--- config.mk ---
export PLATFORM = sky130hd
export DESIGN_NAME = reset_sequencer_flat
export DESIGN_NICKNAME = d
export VERILOG_FILES = /design/src/rtl/reset_pkg.sv /design/src/rtl/reset_sequencer_if.sv /design/src/rtl/reset_debounce.sv /design/src/rtl/reset_sequencer.sv /design/src/flat_wrapper.sv
export SDC_FILE = /design/constraint.sdc
export NUM_CORES = 1
export LEC_CHECK = 0
export BUFFER_PORTS_ARGS = -buffer_cell sky130_fd_sc_hd__buf_2
export CORE_MARGIN = 4
export CORE_UTILIZATION = 59
export DETAILED_ROUTE_END_ITERATION = 8
export PLACE_DENSITY = 0.78
export SLEW_MARGIN = 10
export SYNTH_ARGS = -nofsm -noshare
export SYNTH_HDL_FRONTEND = slang
export SYNTH_SLANG_ARGS = --single-unit
--- constraint.sdc ---
create_clock -name clk_i -period 2 [get_ports clk_i]
set_input_delay 0.1 -clock clk_i [delete_from_list [all_inputs] [get_ports clk_i]]
set_output_delay 0.1 -clock clk_i [all_outputs]
set_load 0.02 [all_outputs]
--- src/rtl/reset_pkg.sv ---
// Shared types and defaults for the reset sequencer and its input debouncers.
package reset_pkg;

  // Sequencer states, ordered as they are visited on a clean power-up.
  typedef enum logic [2:0] {
    ST_ASSERT,
    ST_WAIT_RELEASE,
    ST_HOLD,
    ST_RELEASE,
    ST_RUNNING
  } state_e;

  localparam int DEFAULT_DEBOUNCE_CLKS = 16;
  localparam int DEFAULT_HOLD_CLKS     = 7;
  localparam int DEFAULT_STAGGER_CLKS  = 4;

  // Width of a down-counter that must hold values up to n.
  function automatic int cnt_width(input int n);
    return $clog2(n) + 1;
  endfunction

endpackage

--- src/rtl/reset_sequencer_if.sv ---
// Request inputs and domain reset outputs of the reset sequencer.
interface reset_sequencer_if #(
  parameter int NUM_SOURCES = 2,
  parameter int NUM_DOMAINS = 3
);
  logic [NUM_SOURCES-1:0] src_i;
  logic [NUM_DOMAINS-1:0] rst_o;
  logic                   done_o;
  logic                   led_reset_o;
  logic [NUM_SOURCES-1:0] cause_o;

  // Sequencer side.
  modport master (
    input  src_i,
    output rst_o, done_o, led_reset_o, cause_o
  );

  // Request sources and reset consumers.
  modport slave (
    output src_i,
    input  rst_o, done_o, led_reset_o, cause_o
  );
endinterface

--- src/rtl/reset_debounce.sv ---
// One reset request input: 2-FF synchroniser, polarity fix-up, debounce.
// The debounced level changes 2 + DEBOUNCE_CLKS edges after a raw edge.
module reset_debounce
  import reset_pkg::*;
#(
  parameter bit ACTIVE_LOW    = 1'b0,
  parameter int DEBOUNCE_CLKS = DEFAULT_DEBOUNCE_CLKS
) (
  input  logic clk_i,
  input  logic reset_i,
  input  logic src_i,
  output logic req_o
);

  localparam int CW = cnt_width(DEBOUNCE_CLKS);

  logic [1:0]    sync;
  logic          req_sync;
  logic [CW-1:0] cnt;

  assign req_sync = sync[1] ^ ACTIVE_LOW;

  // Two-stage synchroniser for the asynchronous raw input.
  always_ff @(posedge clk_i or posedge reset_i) begin
    if (reset_i) begin
      // NOTE: reset to the raw inactive level so no request appears after reset.
      sync <= {2{ACTIVE_LOW}};
    end else begin
      // NOTE: non-blocking so sync[1] takes the old sync[0], forming two stages.
      sync <= {sync[0], src_i};
    end
  end

  // Count consecutive disagreeing cycles down; flip the level when exhausted.
  always_ff @(posedge clk_i or posedge reset_i) begin
    if (reset_i) begin
      cnt   <= '0;
      req_o <= 1'b0;
    end else if (req_sync == req_o) begin
      cnt <= CW'(DEBOUNCE_CLKS - 1);
    end else if (cnt == '0) begin
      req_o <= req_sync;
      cnt   <= CW'(DEBOUNCE_CLKS - 1);
    end else begin
      cnt <= cnt - CW'(1);
    end
  end

endmodule

--- src/rtl/reset_sequencer.sv ---
// Multi-source reset sequencer: asserts all domain resets together and
// releases them one at a time, lowest index first.
module reset_sequencer
  import reset_pkg::*;
#(
  parameter int                     NUM_SOURCES    = 2,
  parameter int                     NUM_DOMAINS    = 3,
  parameter logic [NUM_SOURCES-1:0] SRC_ACTIVE_LOW = NUM_SOURCES'(2'b10),
  parameter int                     DEBOUNCE_CLKS  = DEFAULT_DEBOUNCE_CLKS,
  parameter int                     HOLD_CLKS      = DEFAULT_HOLD_CLKS,
  parameter int                     STAGGER_CLKS   = DEFAULT_STAGGER_CLKS
) (
  input logic               clk_i,
  input logic               reset_i,
  reset_sequencer_if.master bus
);

  localparam int HW = cnt_width(HOLD_CLKS);
  localparam int SW = cnt_width(STAGGER_CLKS);
  localparam int IW = cnt_width(NUM_DOMAINS);

  logic [NUM_SOURCES-1:0] req;
  logic                   req_any;
  state_e                 state;
  logic [HW-1:0]          hold_cnt;
  logic [SW-1:0]          stag_cnt;
  logic [IW-1:0]          dom_idx;

  for (genvar i = 0; i < NUM_SOURCES; i++) begin : g_src
    reset_debounce #(
      .ACTIVE_LOW   (SRC_ACTIVE_LOW[i]),
      .DEBOUNCE_CLKS(DEBOUNCE_CLKS)
    ) u_debounce (
      .clk_i  (clk_i),
      .reset_i(reset_i),
      .src_i  (bus.src_i[i]),
      .req_o  (req[i])
    );
  end

  assign req_any = |req;

  // Sequencer FSM; every output is a register updated alongside the state.
  always_ff @(posedge clk_i or posedge reset_i) begin
    if (reset_i) begin
      state           <= ST_ASSERT;
      hold_cnt        <= '0;
      stag_cnt        <= '0;
      dom_idx         <= '0;
      bus.rst_o       <= '1;
      bus.done_o      <= 1'b0;
      bus.led_reset_o <= 1'b1;
      bus.cause_o     <= '0;
    end else if (req_any && (state == ST_HOLD || state == ST_RELEASE ||
                             state == ST_RUNNING)) begin
      // A new request always wins: re-assert everything, no partial release.
      state           <= ST_WAIT_RELEASE;
      bus.rst_o       <= '1;
      bus.done_o      <= 1'b0;
      bus.led_reset_o <= 1'b1;
      bus.cause_o     <= req;
    end else begin
      case (state)
        ST_ASSERT: begin
          bus.rst_o       <= '1;
          bus.done_o      <= 1'b0;
          bus.led_reset_o <= 1'b1;
          state           <= ST_WAIT_RELEASE;
        end
        ST_WAIT_RELEASE: begin
          if (!req_any) begin
            hold_cnt <= HW'(HOLD_CLKS - 1);
            state    <= ST_HOLD;
          end
        end
        ST_HOLD: begin
          if (hold_cnt == '0) begin
            bus.rst_o[0] <= 1'b0;
            if (NUM_DOMAINS == 1) begin
              bus.done_o      <= 1'b1;
              bus.led_reset_o <= 1'b0;
              state           <= ST_RUNNING;
            end else begin
              dom_idx  <= IW'(1);
              stag_cnt <= SW'(STAGGER_CLKS - 1);
              state    <= ST_RELEASE;
            end
          end else begin
            hold_cnt <= hold_cnt - HW'(1);
          end
        end
        ST_RELEASE: begin
          if (stag_cnt == '0) begin
            bus.rst_o <= bus.rst_o & ~(NUM_DOMAINS'(1) << dom_idx);
            if (dom_idx == IW'(NUM_DOMAINS - 1)) begin
              bus.done_o      <= 1'b1;
              bus.led_reset_o <= 1'b0;
              state           <= ST_RUNNING;
            end else begin
              dom_idx  <= dom_idx + IW'(1);
              stag_cnt <= SW'(STAGGER_CLKS - 1);
            end
          end else begin
            stag_cnt <= stag_cnt - SW'(1);
          end
        end
        ST_RUNNING: begin
          bus.done_o      <= 1'b1;
          bus.led_reset_o <= 1'b0;
        end
        default: state <= ST_ASSERT;
      endcase
    end
  end

endmodule

--- src/flat_wrapper.sv ---
// flat-port wrapper written by rule: the top's interface ports become plain ports
module reset_sequencer_flat import reset_pkg::*;
#(
  parameter int                     NUM_SOURCES    = 2,
  parameter int                     NUM_DOMAINS    = 3,
  parameter logic [NUM_SOURCES-1:0] SRC_ACTIVE_LOW = NUM_SOURCES'(2'b10),
  parameter int                     DEBOUNCE_CLKS  = DEFAULT_DEBOUNCE_CLKS,
  parameter int                     HOLD_CLKS      = DEFAULT_HOLD_CLKS,
  parameter int                     STAGGER_CLKS   = DEFAULT_STAGGER_CLKS
)
  (clk_i, reset_i, bus_src_i, bus_rst_o, bus_done_o, bus_led_reset_o, bus_cause_o);
  reset_sequencer_if #(.NUM_SOURCES(NUM_SOURCES), .NUM_DOMAINS(NUM_DOMAINS)) bus_i ();
  input logic clk_i;
  input logic reset_i;
  input wire logic [$bits(bus_i.src_i)-1:0] bus_src_i;
  output wire logic [$bits(bus_i.rst_o)-1:0] bus_rst_o;
  output wire logic [$bits(bus_i.done_o)-1:0] bus_done_o;
  output wire logic [$bits(bus_i.led_reset_o)-1:0] bus_led_reset_o;
  output wire logic [$bits(bus_i.cause_o)-1:0] bus_cause_o;
  assign bus_i.src_i = bus_src_i;
  assign bus_rst_o = bus_i.rst_o;
  assign bus_done_o = bus_i.done_o;
  assign bus_led_reset_o = bus_i.led_reset_o;
  assign bus_cause_o = bus_i.cause_o;
  reset_sequencer #(.NUM_SOURCES(NUM_SOURCES), .NUM_DOMAINS(NUM_DOMAINS), .SRC_ACTIVE_LOW(SRC_ACTIVE_LOW), .DEBOUNCE_CLKS(DEBOUNCE_CLKS), .HOLD_CLKS(HOLD_CLKS), .STAGGER_CLKS(STAGGER_CLKS)) u_core (.clk_i(clk_i), .reset_i(reset_i), .bus(bus_i));
endmodule
**Yosys cells after proc, flatten, opt, wreduce, memory -nomap -nowiden**

Index checks and enable logic that the tools add are counted.

- Bits of input ports: 4
- Bits in registers: 36
- Logic and storage cells: 101

- Shifts and indexed selects: 1
- Bitwise operators: 6
- Muxes and demuxes: 33
- Reductions and logical operators: 23
- Add/sub/neg operators: 5
- Equal/unequal tests: 18

Operators with widths:

| kind | count |
|---|---|
| 3-bit two-way mux | 12 |
| 5-bit two-way mux | 4 |
| 3-bit != test (second input constant) | 5 |
| 3-bit one-hot mux with 5 select lines | 1 |
| 2-bit != test (second input constant) | 6 |
| 3-bit one-hot mux with 2 select lines | 2 |
| 5-bit zero test | 2 |
| 5-bit AND reduction | 2 |
| 5-bit by 1-bit subtractor with 5-bit output (second input constant) | 2 |
| 3-bit by 2-bit equality test with 1-bit output (second input constant) | 3 |
| 1-bit one-hot mux with 3 select lines | 3 |
| 4-bit two-way mux | 2 |
| 4-bit one-hot mux with 2 select lines | 1 |
| 4-bit AND reduction | 2 |
| 4-bit nonzero test | 2 |
| 1-bit two-way mux | 7 |
| 3-bit zero test | 2 |
| 2-bit AND reduction | 3 |
| 3-bit AND reduction | 2 |
| 4-bit zero test | 1 |
| 1-bit NOT | 4 |
| 2-bit one-hot mux with 2 select lines | 1 |
| 2-bit nonzero test | 2 |
| 4-bit by 1-bit subtractor with 4-bit output (second input constant) | 1 |
| other kinds (12) | 14 |

**Logic depth before layout (Yosys ltp)**

- Depth after elaboration: 6
- Depth in mapped cells: 6

**Cells and area by module**

A second synthesis with hierarchy kept.

- Cells, all modules: 177
- Area total of the unflattened synthesis: 1848.0 µm²

By module, submodules not included:

| module | sequential area each (µm²) | area an instance (µm²) | instances | cells an instance |
|---|---|---|---|---|
| reset_sequencer | 505.5 | 1206.2 | 1 | 128 |
| reset_debounce (u_core.g_src[1].u_debounce) | 202.7 | 321.6 | 1 | 25 |
| reset_debounce (u_core.g_src[0].u_debounce) | 200.2 | 320.3 | 1 | 24 |

**Worst setup path before layout**

Ideal clock, no wire load.

- Path kind: reg-to-reg
- From: register u_core.g_src[0].u_debounce.req_o
- To: register u_core.hold_cnt[3]
- Path buffers: 1
- Stages on the path, launching flop included: 6
- Data arrival time: 1.496 ns
- Path slack: 0.378 ns
- Clock period less this slack: 1.622 ns
- Cells stage by stage: dfrtp_1 > or2_0 > clkbuf_2 > or4_4 > a21oi_1 > mux2i_1

- Cells in the longest elaborated chain, start to end: 4
- Elaborated cells between the ends (all ways): 5
- Those cells by class: eq/ne: 1; bitwise: 1; reduce/logical: 3

Ends and longest elaborated chain:

| element | line | source |
|---|---|---|
| start: declaration | reset_debounce.sv:12 | `output logic req_o` |
| start signal: assignment | reset_debounce.sv:42 | `req_o <= req_sync;` |
| 2-bit OR reduction * | reset_sequencer.sv:41 | `assign req_any = \|req;` |
| branches (longest 2 deep; another with 2-bit != test) | - |  |
| 4-bit AND reduction (no source line) * | - |  |
| end signal: assignment | reset_sequencer.sv:72 | `hold_cnt <= HW'(HOLD_CLKS - 1);` |
| end signal: assignment | reset_sequencer.sv:89 | `hold_cnt <= hold_cnt - HW'(1);` |
| end: declaration | reset_sequencer.sv:25 | `logic [HW-1:0] hold_cnt;` |

Every way passes the cells marked *.
A chain may end at the register's enable or synchronous reset.

**Final worst setup path**

- From: register u_core.hold_cnt[0]
- To: register u_core.hold_cnt[3]

- Cells in the longest elaborated chain, start to end: 3
- Elaborated cells between the ends (all ways): 6
- Those cells by class: add/sub: 1; eq/ne: 1; mux: 2; reduce/logical: 2

Ends and longest elaborated chain:

| element | line |
|---|---|
| 4-bit by 1-bit subtractor with 4-bit output / 4-bit zero test (equally long branches) | reset_sequencer.sv:89, reset_sequencer.sv:77 |
| 4-bit two-way mux / 2-bit != test (equally long branches) | - |
| 4-bit one-hot mux with 2 select lines / 4-bit AND reduction (equally long branches) | - |

Several ways; a longest one is shown, not always the timed one. The select of a mux whose other input is x is not followed.

==> results.txt <==
----------------------------------------------------
[Final layout]
  Final-layout fill cell count ... 221
  Area growth from synthesis to final layout ... 11.7%
  Final core area utilization ... 0.709
  Combined flip-flop and latch cell area ... 908 um^2
  Total area of multi-input combinational cells ... 800 um^2
  Layout net count ... 212
  Share of cells above drive strength 1 ... 0.185
  N_diodes ... 0

[Setup path]
  Crit path max fanout ... 5
  Startpoint of the worst register-to-register path ... u_core.hold_cnt[0]
  FF-to-FF path depth ... 7
  Internal reg-to-reg setup slack ... 0.14 ns
  Crit. End Element ... flip-flop
  CP Launch Type ... flip-flop
  End of the worst register-to-register path ... u_core.hold_cnt[3]
  Data required time of the worst path ... 2.22 ns
  Setup Crit Path Kind ... reg2reg
  Arrival time at the worst endpoint ... 2.08 ns

[Clocking]
  Clock H-tree levels ... 2
  Maximum count of clock buffers along a single path ... 2
  Sink Count ... 36
  Number of buffers created by CTS ... 5
  TritonCTS clock tree ... done
  Register clock-pin slew on the reported worst setup and hold paths ... 0.11 ns
  Insertion delay to the later sink of the worst-skew pair ... 0.34 ns
  Clock root buffer ... sky130_fd_sc_hd__clkbuf_4

[STA]
  Accumulated negative setup slack ... 0 ns
  Final period demand of the worst path ... 1.86 ns
  Slew headroom ... 0.654
  Number of max-slew violations in the final report ... 0
  Fmax ... 537 MHz
  Slew at the pin closest to its max-slew limit ... 0.519 ns
  Final number of hold-violating endpoints ... 0
  Final Cycle Share ... 0.930
  Final setup skew ... 0.00960 ns
  # setup viols final ... 0
  RSZ-0062 raised after global routing ... no

[Global routing]
  Largest net degree at the start of global routing ... 37
  Global Route Usage Sum ... 0.203
  Vias in the first global route ... 1,389
  First-pass GRT wire length ... 6360 um
  Initial antenna violation count ... 0
  Global route overflow ... 0

[Drt]
  Wirelength per Cell ... 15.2 um
  DRC violations left ... 0
  Number of optimization iterations in the first detailed-route pass ... 4
  Total number of vias ... 1,359
  WL final ... 3520 um
  Antenna-violating nets left ... 0
  Routed via count divided by cell count ... 5.88
  Detailed router's first-iteration violation count ... 86

[Synthesis]
  Synthesized cell area ... 1810 um^2
  Synthesized-area fraction occupied by adder cells ... 0.0622
  Yosys warns ... 0
  Average cell area after synthesis ... 10.3 um^2
  Flip-flop and latch count after synthesis ... 36
  Simple-Gate Fraction of Synth Area ... 0.175
  Area share of xor/xnor cells in the synthesized design ... 0.0339
  Gate count after technology mapping ... 176
  Synth cell types ... 43
  Most used DFF post-synth ... sky130_fd_sc_hd__dfrtp_1
  Largest family of logic cells by synthesized area ... simple AND/OR/NAND/NOR gates
  Net count after synthesis ... 189
  Multiplexer area fraction after synthesis ... 0.0283
  Share of flip-flops with an asynchronous set or reset after synthesis ... 1.00
  Compound-gate portion of the synthesized area ... 0.140
  Number of enable-type register cells in the synthesized netlist ... 0
  Portion of the post-synthesis area used by sequential elements ... 0.502

[Status]
  Result of the run ... finished, final reports clean

[Hold path]
  Worst hold path cell count ... 0
  Kind of path behind the tightest hold check ... reg2reg
  Endpoint of the worst hold-timing path ... u_core.g_src[1].u_debounce.sync[1]
  Launch instance of the worst min-delay path ... u_core.g_src[1].u_debounce.sync[0]

[Floorplanning]
  Io pins ... 11
  Initial standard-cell utilization of the core ... 0.635
  Die footprint ... 4020 um^2
  Die Y-Extent ... 63.4 um
  Core area ... 2850 um^2
  Number of standard-cell rows in the floorplan ... 19
  Die width ... 63.4 um

[Pwr]
  Standby leakage power ... 0.944 nW
  Power per Cell Area ... 655 nW/um^2
  Peak VDD IR ... 0.423 mV
  Total Power Consumption ... 1.32 mW

[Flow run]
  Max capacitance violation total ... 0

[Place]
  Routability congestion estimate from global placement ... 0.889
  Buffers added on ports ... 10
  HPWL after detailed placement ... 2600 um

----------------------------------------------------
[registers in the layout, summed over array words and instances (netlist names)]
register and count:
u_core.g_src.u_debounce.cnt 10, u_core.g_src.u_debounce.sync 4, u_core.hold_cnt 4, u_core.bus.rst_o 3
u_core.dom_idx 3, u_core.stag_cnt 3, u_core.state 3, u_core.bus.cause_o 2
u_core.g_src.u_debounce.req_o 2, u_core.bus.done_o 1, u_core.bus.led_reset_o 1
[through the flow]
| step | hold WS (ns) | setup WS, ns | cells | area, um^2 |
|---|---|---|---|---|
| 4_1_cts | 0.371 | 0.130 | 231 | 2020 |
| 2_1_floorplan | 0.104 | 0.378 | 176 | 1810 |
| 3_5_place_dp | 0.207 | 0.154 | 220 | 1910 |
| 3_3_place_gp | 0.206 | 0.222 | 220 | 1910 |
| 6_report | 0.369 | 0.139 | 231 | 2020 |
| 5_1_grt | 0.377 | 0.00754 | 231 | 2020 |
[cell usage in the layout, fill, tap and decap left out, drive strengths merged, types with 2 or more instances in the layout]
cell	count
nand4	3
mux2i	4
buf	17
ha	9
nor2	8
a21o	5
nand2	18
a21oi	9
and3	3
dlygate4sd3	3
dfstp	6
nor3	5
o21a	2
dfrtp	30
nand3	2
clkbuf	5
nor3b	3
nor2b	5
xnor2	6
inv	17
o21ai	11
a31oi	2
or3b	2
nand2b	2
or4	3
a22oi	2
[power breakdown]
part | internal, mW | switching, mW | total [mW]
combinational | 0.0230 | 0.0333 | 0.0562
sequential | 0.746 | 0.0114 | 0.758
clock | 0.261 | 0.250 | 0.511
total | 1.03 | 0.295 | 1.32
[synthesized netlist by cell type (2+ instances only)]
cell type,number,area share
sky130_fd_sc_hd__a22oi_1,2,0.0083
sky130_fd_sc_hd__o21a_1,2,0.0083
sky130_fd_sc_hd__a21o_1,5,0.021
sky130_fd_sc_hd__and3_1,3,0.010
sky130_fd_sc_hd__a21oi_1,8,0.022
sky130_fd_sc_hd__nor2_1,8,0.017
sky130_fd_sc_hd__or3b_2,2,0.0097
sky130_fd_sc_hd__o21ai_0,11,0.030
sky130_fd_sc_hd__mux2i_1,4,0.022
sky130_fd_sc_hd__inv_1,17,0.035
sky130_fd_sc_hd__nor2b_1,5,0.017
sky130_fd_sc_hd__xnor2_1,6,0.029
sky130_fd_sc_hd__nand2b_1,2,0.0069
sky130_fd_sc_hd__nand2_1,18,0.037
sky130_fd_sc_hd__nor3b_1,3,0.012
sky130_fd_sc_hd__dfrtp_1,30,0.41
sky130_fd_sc_hd__clkbuf_8,2,0.015
sky130_fd_sc_hd__dfstp_2,6,0.087
sky130_fd_sc_hd__nand3_1,2,0.0055
sky130_fd_sc_hd__or4_1,2,0.0083
sky130_fd_sc_hd__ha_1,9,0.062
sky130_fd_sc_hd__nor3_1,5,0.014
sky130_fd_sc_hd__nand4_1,3,0.010
sky130_fd_sc_hd__a31oi_1,2,0.0069
[worst max-delay path, stage by stage (launching register included)]
cell                      delay (ns)
sky130_fd_sc_hd__dfrtp_1        0.41
sky130_fd_sc_hd__inv_1          0.06
sky130_fd_sc_hd__ha_1           0.23
sky130_fd_sc_hd__nor4b_1        0.16
sky130_fd_sc_hd__buf_4          0.15
sky130_fd_sc_hd__or4_4          0.51
sky130_fd_sc_hd__a21oi_1        0.14
sky130_fd_sc_hd__mux2i_1        0.09
[cells by family (layout without fill, tap and decap cells)]
kind of cell,Yosys count,count (layout)
AO/OA/AOI/OAI,39,39
flip-flops,36,36
multiplexers,5,5
XOR/XNOR,7,7
adder cells (fa/ha/maj),9,9
AND/OR/NAND/NOR,59,59
buffers and inverters,21,45
[repair_timing]
action	CTS	global route
gates resized for setup	0	1
hold buffers	3	0
hold endpoints to repair	32	0
setup endpoints to repair	0	1
setup buffers	0	0
[how the worst max path moves through the flow]
stage                                          start                  end  slack (ns)  cells past startpoint
floorplan           u_core.g_src[0].u_debounce.req_o   u_core.hold_cnt[3]        0.38                      5
global placement                   u_core.dom_idx[0]    u_core.bus.done_o        0.22                      6
detailed placement                u_core.hold_cnt[0]  u_core.bus.rst_o[0]        0.15                      6
CTS                               u_core.hold_cnt[0]  u_core.bus.rst_o[0]        0.13                      6
global route                      u_core.hold_cnt[0]   u_core.hold_cnt[3]       0.008                      7
finish                            u_core.hold_cnt[0]   u_core.hold_cnt[3]        0.14                      7
[cell type report]
type | count | area share
flip-flops and latches | 36 | 0.449
multi-input cells | 119 | 0.395
repair buffers | 20 | 0.0656
inverters | 17 | 0.0315
clock inverters | 3 | 0.0210
well taps | 31 | 0.0192
clock buffers | 5 | 0.0186
[metal layers]
layer	share of wire	vias up	track usage
li1	-	655	-
met4	0.035	0	0.124
met1	0.43	657	0.249
met3	0.039	13	0.0426
met5	0	-	0
met2	0.49	34	0.325
Power figures use the tool's default switching activity.
